[src/rtl/rf_wb_arbiter_pkg.sv]
// Shared constants and FSM encoding for the register-file writeback arbiter.
package rf_wb_arbiter_pkg;

   localparam int unsigned DATA_WIDTH     = 32;
   localparam int unsigned REG_ADDR_WIDTH = 5;
   localparam int unsigned REG_SIZE       = 1 << REG_ADDR_WIDTH;
   localparam int unsigned ZERO_REG       = 0;
   localparam int unsigned WAIT_CNT_WIDTH = 4;

   typedef enum logic {
      ARB   = 1'b0,
      STEAL = 1'b1
   } state_e;

endpackage

[src/rtl/rf_wb_arbiter.sv]
// Arbitrates the single RF write port between pipeline WB (priority) and a multi-cycle unit.
// Writes land one cycle after grant; M is backpressured via m_ready_o, P via a stolen-slot stall_o.
module rf_wb_arbiter #(
   parameter int unsigned DATA_WIDTH     = rf_wb_arbiter_pkg::DATA_WIDTH,
   parameter int unsigned REG_ADDR_WIDTH = rf_wb_arbiter_pkg::REG_ADDR_WIDTH,
   parameter int unsigned MAX_WAIT       = 4
) (
   input  logic                      clk_i,
   input  logic                      rst_ni,
   input  logic                      p_valid_i,
   input  logic [REG_ADDR_WIDTH-1:0] p_rd_i,
   input  logic [DATA_WIDTH-1:0]     p_data_i,
   input  logic                      m_valid_i,
   input  logic [REG_ADDR_WIDTH-1:0] m_rd_i,
   input  logic [DATA_WIDTH-1:0]     m_data_i,
   output logic                      m_ready_o,
   output logic                      stall_o,
   output logic                      reg_write_o,
   output logic [REG_ADDR_WIDTH-1:0] write_reg_o,
   output logic [DATA_WIDTH-1:0]     write_data_o
);

   import rf_wb_arbiter_pkg::*;

   localparam logic [WAIT_CNT_WIDTH-1:0] WAIT_LAST = WAIT_CNT_WIDTH'(MAX_WAIT - 1);
   localparam logic [REG_ADDR_WIDTH-1:0] RD_ZERO   = REG_ADDR_WIDTH'(ZERO_REG);

   state_e                    state_q, state_d;
   logic [WAIT_CNT_WIDTH-1:0] wait_cnt_q, wait_cnt_d;
   logic                      grant_p, grant_m;

   always_ff @(posedge clk_i or negedge rst_ni) begin
      if (!rst_ni) begin
         state_q    <= ARB;
         wait_cnt_q <= '0;
      end else begin
         state_q    <= state_d;
         wait_cnt_q <= wait_cnt_d;
      end
   end

   // wait_cnt counts consecutive lost arbitrations while M is waiting.
   always_comb begin
      state_d    = state_q;
      wait_cnt_d = wait_cnt_q;
      case (state_q)
         ARB: begin
            if (m_valid_i && p_valid_i) begin
               if (wait_cnt_q == WAIT_LAST) begin
                  state_d    = STEAL;
                  wait_cnt_d = '0;
               end else begin
                  wait_cnt_d = wait_cnt_q + 1'b1;
               end
            end else begin
               wait_cnt_d = '0;
            end
         end
         STEAL: begin
            state_d    = ARB;
            wait_cnt_d = '0;
         end
         default: begin
            state_d    = ARB;
            wait_cnt_d = '0;
         end
      endcase
   end

   // stall_o decodes the state flop alone, so it is glitch-free and drops on async reset.
   always_comb begin
      grant_p   = 1'b0;
      grant_m   = 1'b0;
      m_ready_o = 1'b0;
      stall_o   = 1'b0;
      case (state_q)
         ARB: begin
            grant_p   = p_valid_i;
            grant_m   = m_valid_i & ~p_valid_i;
            m_ready_o = m_valid_i & ~p_valid_i;
         end
         STEAL: begin
            stall_o   = 1'b1;
            grant_m   = m_valid_i;
            m_ready_o = m_valid_i;
         end
         default: begin
            stall_o   = 1'b0;
         end
      endcase
   end

   always_ff @(posedge clk_i or negedge rst_ni) begin
      if (!rst_ni) begin
         reg_write_o  <= 1'b0;
         write_reg_o  <= '0;
         write_data_o <= '0;
      end else if (grant_p) begin
         reg_write_o  <= (p_rd_i != RD_ZERO);
         write_reg_o  <= p_rd_i;
         write_data_o <= p_data_i;
      end else if (grant_m) begin
         reg_write_o  <= (m_rd_i != RD_ZERO);
         write_reg_o  <= m_rd_i;
         write_data_o <= m_data_i;
      end else begin
         reg_write_o  <= 1'b0;
      end
   end

   // The pipeline honours stall_o, so P never shows up during a stolen slot.
   a_no_p_in_steal : assert property (@(posedge clk_i) disable iff (!rst_ni)
      (state_q == STEAL) |-> !p_valid_i);

endmodule
[config.mk]
export PLATFORM = sky130hd
export DESIGN_NAME = rf_wb_arbiter
export DESIGN_NICKNAME = d
export VERILOG_FILES = /design/src/rtl/rf_wb_arbiter_pkg.sv /design/src/rtl/rf_wb_arbiter.sv
export SDC_FILE = /design/constraint.sdc
export NUM_CORES = 1
export LEC_CHECK = 0
export CAP_MARGIN = 20
export CORE_MARGIN = 10
export CORE_UTILIZATION = 37
export CTS_CLUSTER_DIAMETER = 150
export DETAILED_ROUTE_END_ITERATION = 10
export GPL_ROUTABILITY_DRIVEN = 1
export PLACE_DENSITY = 0.79
export RECOVER_POWER = 50
export SYNTH_ARGS = -nofsm -noshare
export SYNTH_HDL_FRONTEND = slang
export SYNTH_SLANG_ARGS = --single-unit
[constraint.sdc]
create_clock -name clk_i -period 1.3 [get_ports clk_i]
set_input_delay 0.325 -clock clk_i [delete_from_list [all_inputs] [get_ports clk_i]]
set_output_delay 0.325 -clock clk_i [all_outputs]
set_load 0.02 [all_outputs]
== Word level (Yosys, flattened, before mapping) ==
Index checks and enable logic that the tools add are counted.
Operators by class
  $add $sub $neg: 1
  multipliers: 0
  divide/modulo/power cells: 0
  $lt $le $gt $ge: 0
  eq/ne operators: 1
  shifts and indexed selects: 0
  multiplexer cells: 15
  bitwise logic cells: 3
  reductions and logical operators: 4
Operators with widths (count)
  32-bit two-way mux: 2
  5-bit two-way mux: 2
  5-bit nonzero test: 2
  4-bit two-way mux: 2
  4-bit case mux with 2 select lines: 1
  1-bit two-way mux: 6
  4-bit by 1-bit adder with 4-bit output, second input constant: 1
  4-bit by 2-bit equality test with 1-bit output, second input constant: 1
  1-bit case mux with 2 select lines: 2
  1-bit NOT: 2
  2-bit nonzero test: 1
  1-bit AND: 1
  1-bit logical AND: 1
Storage, ports and cells
  register bits: 43
  latch bits: 0
  bits in writable memories: 0
  memory bits (read-only): 0
  input port bits: 78
  word-level logic and storage cells: 29
  memories kept: 0

== Longest topological paths before layout ==
Gate-level depths: netlist (run 1).
  word-level depth: 5
  depth in mapped cells: 6
  depth with buffers taken out: 3

== Worst setup path after synthesis (run 1) ==
OpenSTA, ideal clock, no wires.
  path type: reg2out
  start point: register state_q
  end point: output port m_ready_o
  data arrival time: 1.083 ns
  required time: 0.975 ns
  setup slack: -0.108 ns
  cell stages (with the launch flop): 5
  buffers on the path: 2
  path through: dfrtp_1 nor2b_1 buf_4 buf_6 nor2b_1
On the way
  cells in the longest elaborated chain, start to end: 2
Ends and longest elaborated chain
  start, declared: RTL line rf_wb_arbiter.sv:28  | state_e state_q, state_d;
  start signal, assigned: RTL line rf_wb_arbiter.sv:37  | state_q <= state_d;
  1-bit NOT
  1-bit case mux with 2 select lines *: RTL line rf_wb_arbiter.sv:76  | case (state_q)
  end, declared: RTL line rf_wb_arbiter.sv:16  | output logic m_ready_o,
Mark *: on every way between the ends. The rest lies on a longest branch, timed or not.

== Worst setup path after layout (run 1) ==
Same ends and word-level chain as after synthesis.

==> results of run 1 <==
[power by group through the flow]
stage	clock [mW]	sequential (mW)	combinational (mW)
after floorplan	0	1.67	0.220
after detailed placement	0	1.53	0.919
after CTS	0.864	1.51	0.890
final	0.827	1.51	0.839
after global routing	0.916	1.52	0.909
after global placement	0	1.53	0.902
[timing repair]
item,in CTS,in global routing
hold endpoints to repair,10,0
hold buffers,1,0
resized for setup,128,21
endpoints found under the setup margin,68,51
[metal layers]
| layer | vias up | GRT usage (%) | wire [um] |
|---|---|---|---|
| li1 | 881 | - | - |
| met1 | 803 | 16.2 | 2680 |
| met2 | 73 | 23.1 | 2860 |
| met3 | 6 | 7.03 | 566 |
| met4 | 0 | 3.08 | 50 |
| met5 | - | 0 | 0 |
[state kept, by name, summed over array words and instances, names as in the netlist]
signal        cells
write_data_o     32
write_reg_o       5
wait_cnt_q        4
reg_write_o       1
state_q           1
[cell type report]
class,count,share of cell area (%)
timing repair buffer,127,36.6
multi-input combinational,131,25.4
tap,70,2.67
clock inverter,2,0.381
sequential,43,32.7
clock buffer,6,2.21
[logic make-up after synthesis]
| kind of cell | count (synthesis) | synth area share [%] |
|---|---|---|
| fa+ha+maj | 1 | 0.633 |
| buf+inv | 14 | 4.37 |
| flops | 43 | 54.4 |
| mux | 37 | 18.7 |
| xor+xnor | 1 | 0.443 |
| compound gates | 41 | 10.4 |
| simple gates | 51 | 11.0 |
[cells in the mapped netlist, types with 2 or more instances]
master,count
dfrtp_1,43
nand2_1,39
mux2i_1,37
o21ai_0,37
buf_4,6
clkbuf_1,4
buf_2,3
nor2_1,3
o21ai_1,3
nor2b_1,2
or4_1,2
[critical path: stages, from the launching register on]
cell and delay, ns:
dfrtp_1 0.41, nor2b_4 0.16, nor2b_4 0.05, buf_6 0.12
[worst paths after layout]
check                      slack [ns]          start  cells past startpoint          endpoint
max                             -0.06        state_q                      3         m_ready_o
min                              0.48  wait_cnt_q[0]                      1     wait_cnt_q[0]
max reg2reg                      0.03        state_q                      4  write_data_o[22]
min reg2reg                      0.48  wait_cnt_q[0]                      1     wait_cnt_q[0]
max in group asynchronous        0.21         rst_ni                      3  write_data_o[14]
min in group asynchronous        0.70         rst_ni                      3   write_data_o[1]
[metrics by stage]
step | instances | cell area, um2
2_1_floorplan | 188 | 1980
6_report | 379 | 3290
3_3_place_gp | 370 | 3250
3_5_place_dp | 370 | 3250
5_1_grt | 379 | 3290
4_1_cts | 379 | 3400
==> out/qor.csv, run 1 <==
stage,metric,value,unit
synthesis,Synth area leader,dfrtp_1,
synthesis,Cells after Synth,188,
sta,RSZ-0062 raised after global routing,yes,
power_and_ir_drop,Net Switching,0.905,mW
sta,Tmin final,1.36,ns
power_and_ir_drop,sw frac,28.5,%
power_and_ir_drop,Pwr Total,3.17,mW
clocking,largest buffer count on any clock path,2,
routing,residual DRC count,0,
grt,largest net degree at the start of global routing,44,
routing,DRT iter0 DRCs,47,
sta,Fmax,735,MHz
synthesis,fraction of registers with async set/reset,100,%
run_status,failing checks,setup timing,
die,die area,0.00867,mm2
die,Initial Util,38.5,%
clocking,CTS tree,yes,
die,Die H,93.1,um
placed_design,dpl ws,-0.582,ns
clocking,clk sinks,43,
synthesis,Post-synth EDFFs,0,
layout,most frequent cells in the layout,"74 x clkdlybuf4s50_1, 43 x dfrtp_1, 39 x nand2_1",
power_and_ir_drop,Static Leak,1.51,nW
setup_path,"Req. time, crit path",0.98,ns
die,FP Rows,26,
routing,Vias/cell,4.65,
placed_design,Final Wtd Congestion,0.748,
sta,Rel. slew slack,61.0,%
power_and_ir_drop,Int Pwr,2.27,mW
synthesis,net count after synthesis,267,
die,Std-Cell Core Area,0.00514,mm2
setup_path,endpoint type of the worst setup path,output pin,
routing,DR WL/cell,16.2,um
setup_path,WS Path Type,reg -> out,
routing,vias post-DR,1763,
hold_path,worst hold-check path type,reg -> reg,
grt,antenna violations before repair,0,
sta,setup TNS,-0.102,ns
synthesis,Mapped Area,0.00198,mm2
synthesis,"Seq/Total Area, Yosys",54.4,%
layout,final net count,387,
power_and_ir_drop,Combinational Power Share,26.4,%
clocking,"Reg clk slew, reported paths",0.08,ns
layout,"commonest non-fill, non-tap cell in the layout",clkdlybuf4s50_1,
layout,synthesis-to-finish area growth,66.2,%
placed_design,post-detail-place hpwl,4.80,mm
synthesis,synth top area cells,"dfrtp_1 54%, mux2i_1 19%, o21ai_0 9.4%, nand2_1 7.4%, buf_4 2.3%",
power_and_ir_drop,sequential share of power,47.5,%
layout,# diodes,0,
synthesis,area share of the largest cell type after synthesis,54.4,%
layout,area of the multi-input gates,835,um2
run,Max-cap violations,0,
sta,Clock Skews,0.00732,ns
clocking,Post-CTS Setup Inserts,0,
clocking,H-tree levels,2,
grt,total global routing overflow,0,
sta,Pins Over Slew Limit,0,
synthesis,syn avg cell area,10.5,um2
setup_path,Critical Path Fanout Max,2,
grt,number of global-route vias before repair,1886,
die,Chip Width,93.1,um
power_and_ir_drop,clock network power share,26.1,%
die,Ports,118,
clocking,CTS Root Cell,clkbuf_8,
sta,hold slack,0.476,ns
placed_design,number of port buffers,117,
layout,Final Util,63.9,%
power_and_ir_drop,VDD IR max,545,uV
power_and_ir_drop,Pwr per Cell Area,965,mW/mm2
setup_path,startpoint type of the worst setup path,register,
synthesis,synthesized flop and latch total,43,
synthesis,predominant post-synthesis flop cell,dfrtp_1,
run_status,status,finished with violations,
layout,share of layout cells above drive strength 1,19.7,%
sta,Worst Slack Setup Final,-0.0604,ns
grt,first-pass GRT wire length,9.87,mm
grt,GRT Total Usage,14.1,%
sta,ratio of final minimum period to clock period,105,%
clocking,worst skew pair latency,0.29,ns
routing,post-route ant nets,0,
clocking,CTS Buf Count,5,
setup_path,Arrival @ worst endpoint,1.04,ns
layout,FF/Latch Area,0.00108,mm2
synthesis,count of cell types in the netlist,20,
sta,Tightest Pin Transition,0.585,ns
layout,FILL cells,464,
routing,DRT Pass-1 Iters,4,
synthesis,synth warn,0,
sta,setup violators final,2,
routing,Final Routed Wirelength,6.15,mm
sta,"Hold Vio Cnt, Final",0,
(Power assumes the default switching activity.)
==> run 2: changes to the inputs <==
- ABC_CLOCK_PERIOD_IN_PS: unset -> 1300
==> results of run 2 <==
Final layout, timing and power as in run 1 (identical DEF).
==> run 3: changes to the inputs <==
- GPL_ROUTABILITY_DRIVEN: 1 -> 0
- SKIP_CTS_REPAIR_TIMING: unset -> 1
==> run 3 against run 2 <==
The flow still finishes with violations (setup timing). Flip-flop and latch count is the same. Cell area is 8.8% higher. Hold slack lost 0.19 ns. Wire length grew 6.2%. Die area stayed put. Critical path type unchanged.
==> out/qor.csv, run 3 (synthesized netlist as in run 1, its figures left out) <==
stage,metric,value,unit,change
run_status,status,finished with violations,,
run_status,failing checks,setup timing,,
clocking,"Reg clk slew, reported paths",0.08,ns,about the same
setup_path,WS Path Type,reg -> out,,
setup_path,"Req. time, crit path",0.98,ns,about the same
setup_path,Arrival @ worst endpoint,1.11,ns,+0.07 ns
run,Max-cap violations,0,,unchanged
sta,Clock Skews,0.00924,ns,+0.00192 ns
sta,setup violators final,1,,-1
layout,post-route cell area,0.00357,mm2,+8.8%
power_and_ir_drop,Static Leak,2.00,nW,+33%
clocking,largest buffer count on any clock path,2,,unchanged
layout,most frequent cells in the layout,"68 x clkdlybuf4s50_1, 45 x dlymetal6s2s_1, 43 x dfrtp_1",,
die,Std-Cell Core Area,0.00514,mm2,unchanged
power_and_ir_drop,Pwr per Cell Area,915,mW/mm2,-5.3%
sta,Fmax,696,MHz,-5.3%
layout,max FFs per register,32,,unchanged
setup_path,critical path's largest stage delay,0.42,ns,about the same
clocking,CTS Root Cell,clkbuf_8,,
setup_path,worst reg2reg path depth,5,,+1
setup_path,Slowest cell on crit path,dfrtp_1,,
layout,final net count,392,,+1.3%
die,Initial Util,38.5,%,unchanged
die,FP Rows,26,,unchanged
grt,number of global-route vias before repair,1854,,-1.7%
layout,"commonest non-fill, non-tap cell in the layout",clkdlybuf4s50_1,,
clocking,clk sinks,43,,unchanged
setup_path,startpoint type of the worst setup path,register,,
setup_path,Critical Path Fanout Max,3,,+1
routing,DR WL/cell,17.0,um,+4.8%
setup_path,Worst R2R Setup Slack,0.07,ns,+0.04 ns
clocking,CTS Buf Count,5,,unchanged
setup_path,endpoint type of the worst setup path,output pin,,
clocking,H-tree levels,2,,unchanged
routing,vias post-DR,1791,,+1.6%
grt,first-pass GRT wire length,9.74,mm,-1.3%
hold_path,Min-Delay Endpoint,write_reg_o[0],,
sta,Rel. slew slack,29.2,%,-32 points
setup_path,critical path cell sequence,nor2b_4 -> nor2b_4 -> clkbuf_2,,
placed_design,dpl ws,-0.582,ns,unchanged
layout,# diodes,0,,unchanged
routing,post-route ant nets,0,,unchanged
hold_path,Hold Crit Start,p_rd_i[0],,
routing,Final Routed Wirelength,6.53,mm,+6.2%
placed_design,post-detail-place hpwl,4.80,mm,unchanged
grt,antenna violations before repair,0,,unchanged
die,Chip Width,93.1,um,unchanged
layout,top flop regs,"write_data_o: 32 flops, write_reg_o: 5 flops, wait_cnt_q: 4 flops",,
power_and_ir_drop,VDD IR max,629,uV,+15%
placed_design,DP Area,0.00325,mm2,unchanged
sta,Pins Over Slew Limit,0,,unchanged
layout,synthesis-to-finish area growth,80.8,%,
grt,total global routing overflow,0,,unchanged
layout,FILL cells,404,,-13%
setup_path,reg2reg end,write_data_o[29],,
clocking,CTS tree,yes,,
sta,RSZ-0062 raised after global routing,yes,,
die,Ports,118,,unchanged
layout,Biggest register,write_data_o,,
grt,largest net degree at the start of global routing,44,,unchanged
setup_path,CP startpoint,state_q,,
setup_path,crit-path most repeated cell,nor2b_4,,
clocking,worst skew pair latency,0.30,ns,about the same
grt,GRT Total Usage,13.9,%,-0.18 points
hold_path,worst hold-check path type,in -> reg,,
routing,residual DRC count,0,,unchanged
routing,DRT iter0 DRCs,48,,+2.1%
routing,DRT Pass-1 Iters,4,,unchanged
sta,"Hold Vio Cnt, Final",0,,unchanged
layout,share of layout cells above drive strength 1,10.8,%,-8.9 points
routing,Vias/cell,4.66,,+0.27%
placed_design,number of port buffers,117,,unchanged
sta,Tightest Pin Transition,1.06,ns,+0.477 ns
sta,ratio of final minimum period to clock period,111,%,+5.9 points
setup_path,start of the worst register-to-register path,state_q,,
sta,Worst Slack Setup Final,-0.137,ns,-0.0764 ns
hold_path,Hold Path Cell Cnt,3,,+2
sta,Tmin final,1.44,ns,+0.0764 ns
die,Die H,93.1,um,unchanged
die,die area,0.00867,mm2,unchanged
-- run 3: changes by cell type in the layout (fill, tap and decap cells not counted), moves of 2 or more --
cell / previous run / this run
or4_4: 0 / 2
clkbuf_16: 0 / 2
clkdlybuf4s50_1: 74 / 68
clkdlybuf4s15_2: 20 / 0
buf_12: 1 / 4
buf_2: 19 / 2
dlymetal6s2s_1: 0 / 45
or4_1: 2 / 0
buf_4: 4 / 6
o21ai_0: 37 / 35
o21ai_2: 0 / 2
-- run 3: final cells by class --
| cell class | count | area, um2 | area share (%) |
|---|---|---|---|
| clock buffer | 6 | 72.6 | 2.03 |
| clock inverter | 2 | 12.5 | 0.350 |
| timing repair buffer | 132 | 1470 | 41.2 |
| multi-input combinational | 131 | 852 | 23.8 |
| tap | 70 | 87.6 | 2.45 |
| sequential | 43 | 1080 | 30.1 |
-- run 3: how the worst max path moves through the flow --
| stage | endpoint | cells after the start |
|---|---|---|
| 2_1_floorplan | m_ready_o | 4 |
| 3_3_place_gp | m_ready_o | 4 |
| 3_5_place_dp | m_ready_o | 4 |
| 4_1_cts | m_ready_o | 4 |
| 5_1_grt | m_ready_o | 3 |
| 6_report | m_ready_o | 3 |
-- run 3: worst max-delay path, delay by kind of cell (launching register included) --
kind	cells	cell delay (ns)
flops	1	0.42
simple gates	2	0.25
buf+inv	1	0.15
-- run 3: power by group --
| group | switching [mW] | internal [mW] | leakage (nW) | total [mW] |
|---|---|---|---|---|
| clock network | 0.458 | 0.376 | 0.0412 | 0.834 |
| registers | 0.0554 | 1.45 | 0.526 | 1.50 |
| logic | 0.412 | 0.517 | 1.43 | 0.930 |
| total | 0.926 | 2.34 | 2.00 | 3.27 |
-- run 3: stage by stage --
stage	TNS [ns]	instances	utilization, %	total power, mW	hold WS [ns]
after floorplan	0	188	-	1.89	0.0294
after global placement	-16.82	370	63.2	2.43	0.320
after detailed placement	-18.07	370	63.2	2.45	0.323
after CTS	-17.46	378	64.8	3.29	-0.00119
after global routing	-0.222	384	69.5	3.43	0.315
final	-0.137	384	69.5	3.27	0.282
-- run 3: layer usage --
layer  track usage [%]  wire, um  part of all wire (%)  vias to the layer above
li1                  -         -                     -                      891
met1              16.2      2760                    42                      820
met2              22.5      3120                    48                       75
met3              6.95       603                   9.2                        5
met4              3.08        48                  0.73                        0
met5                 0         0                     0                        -
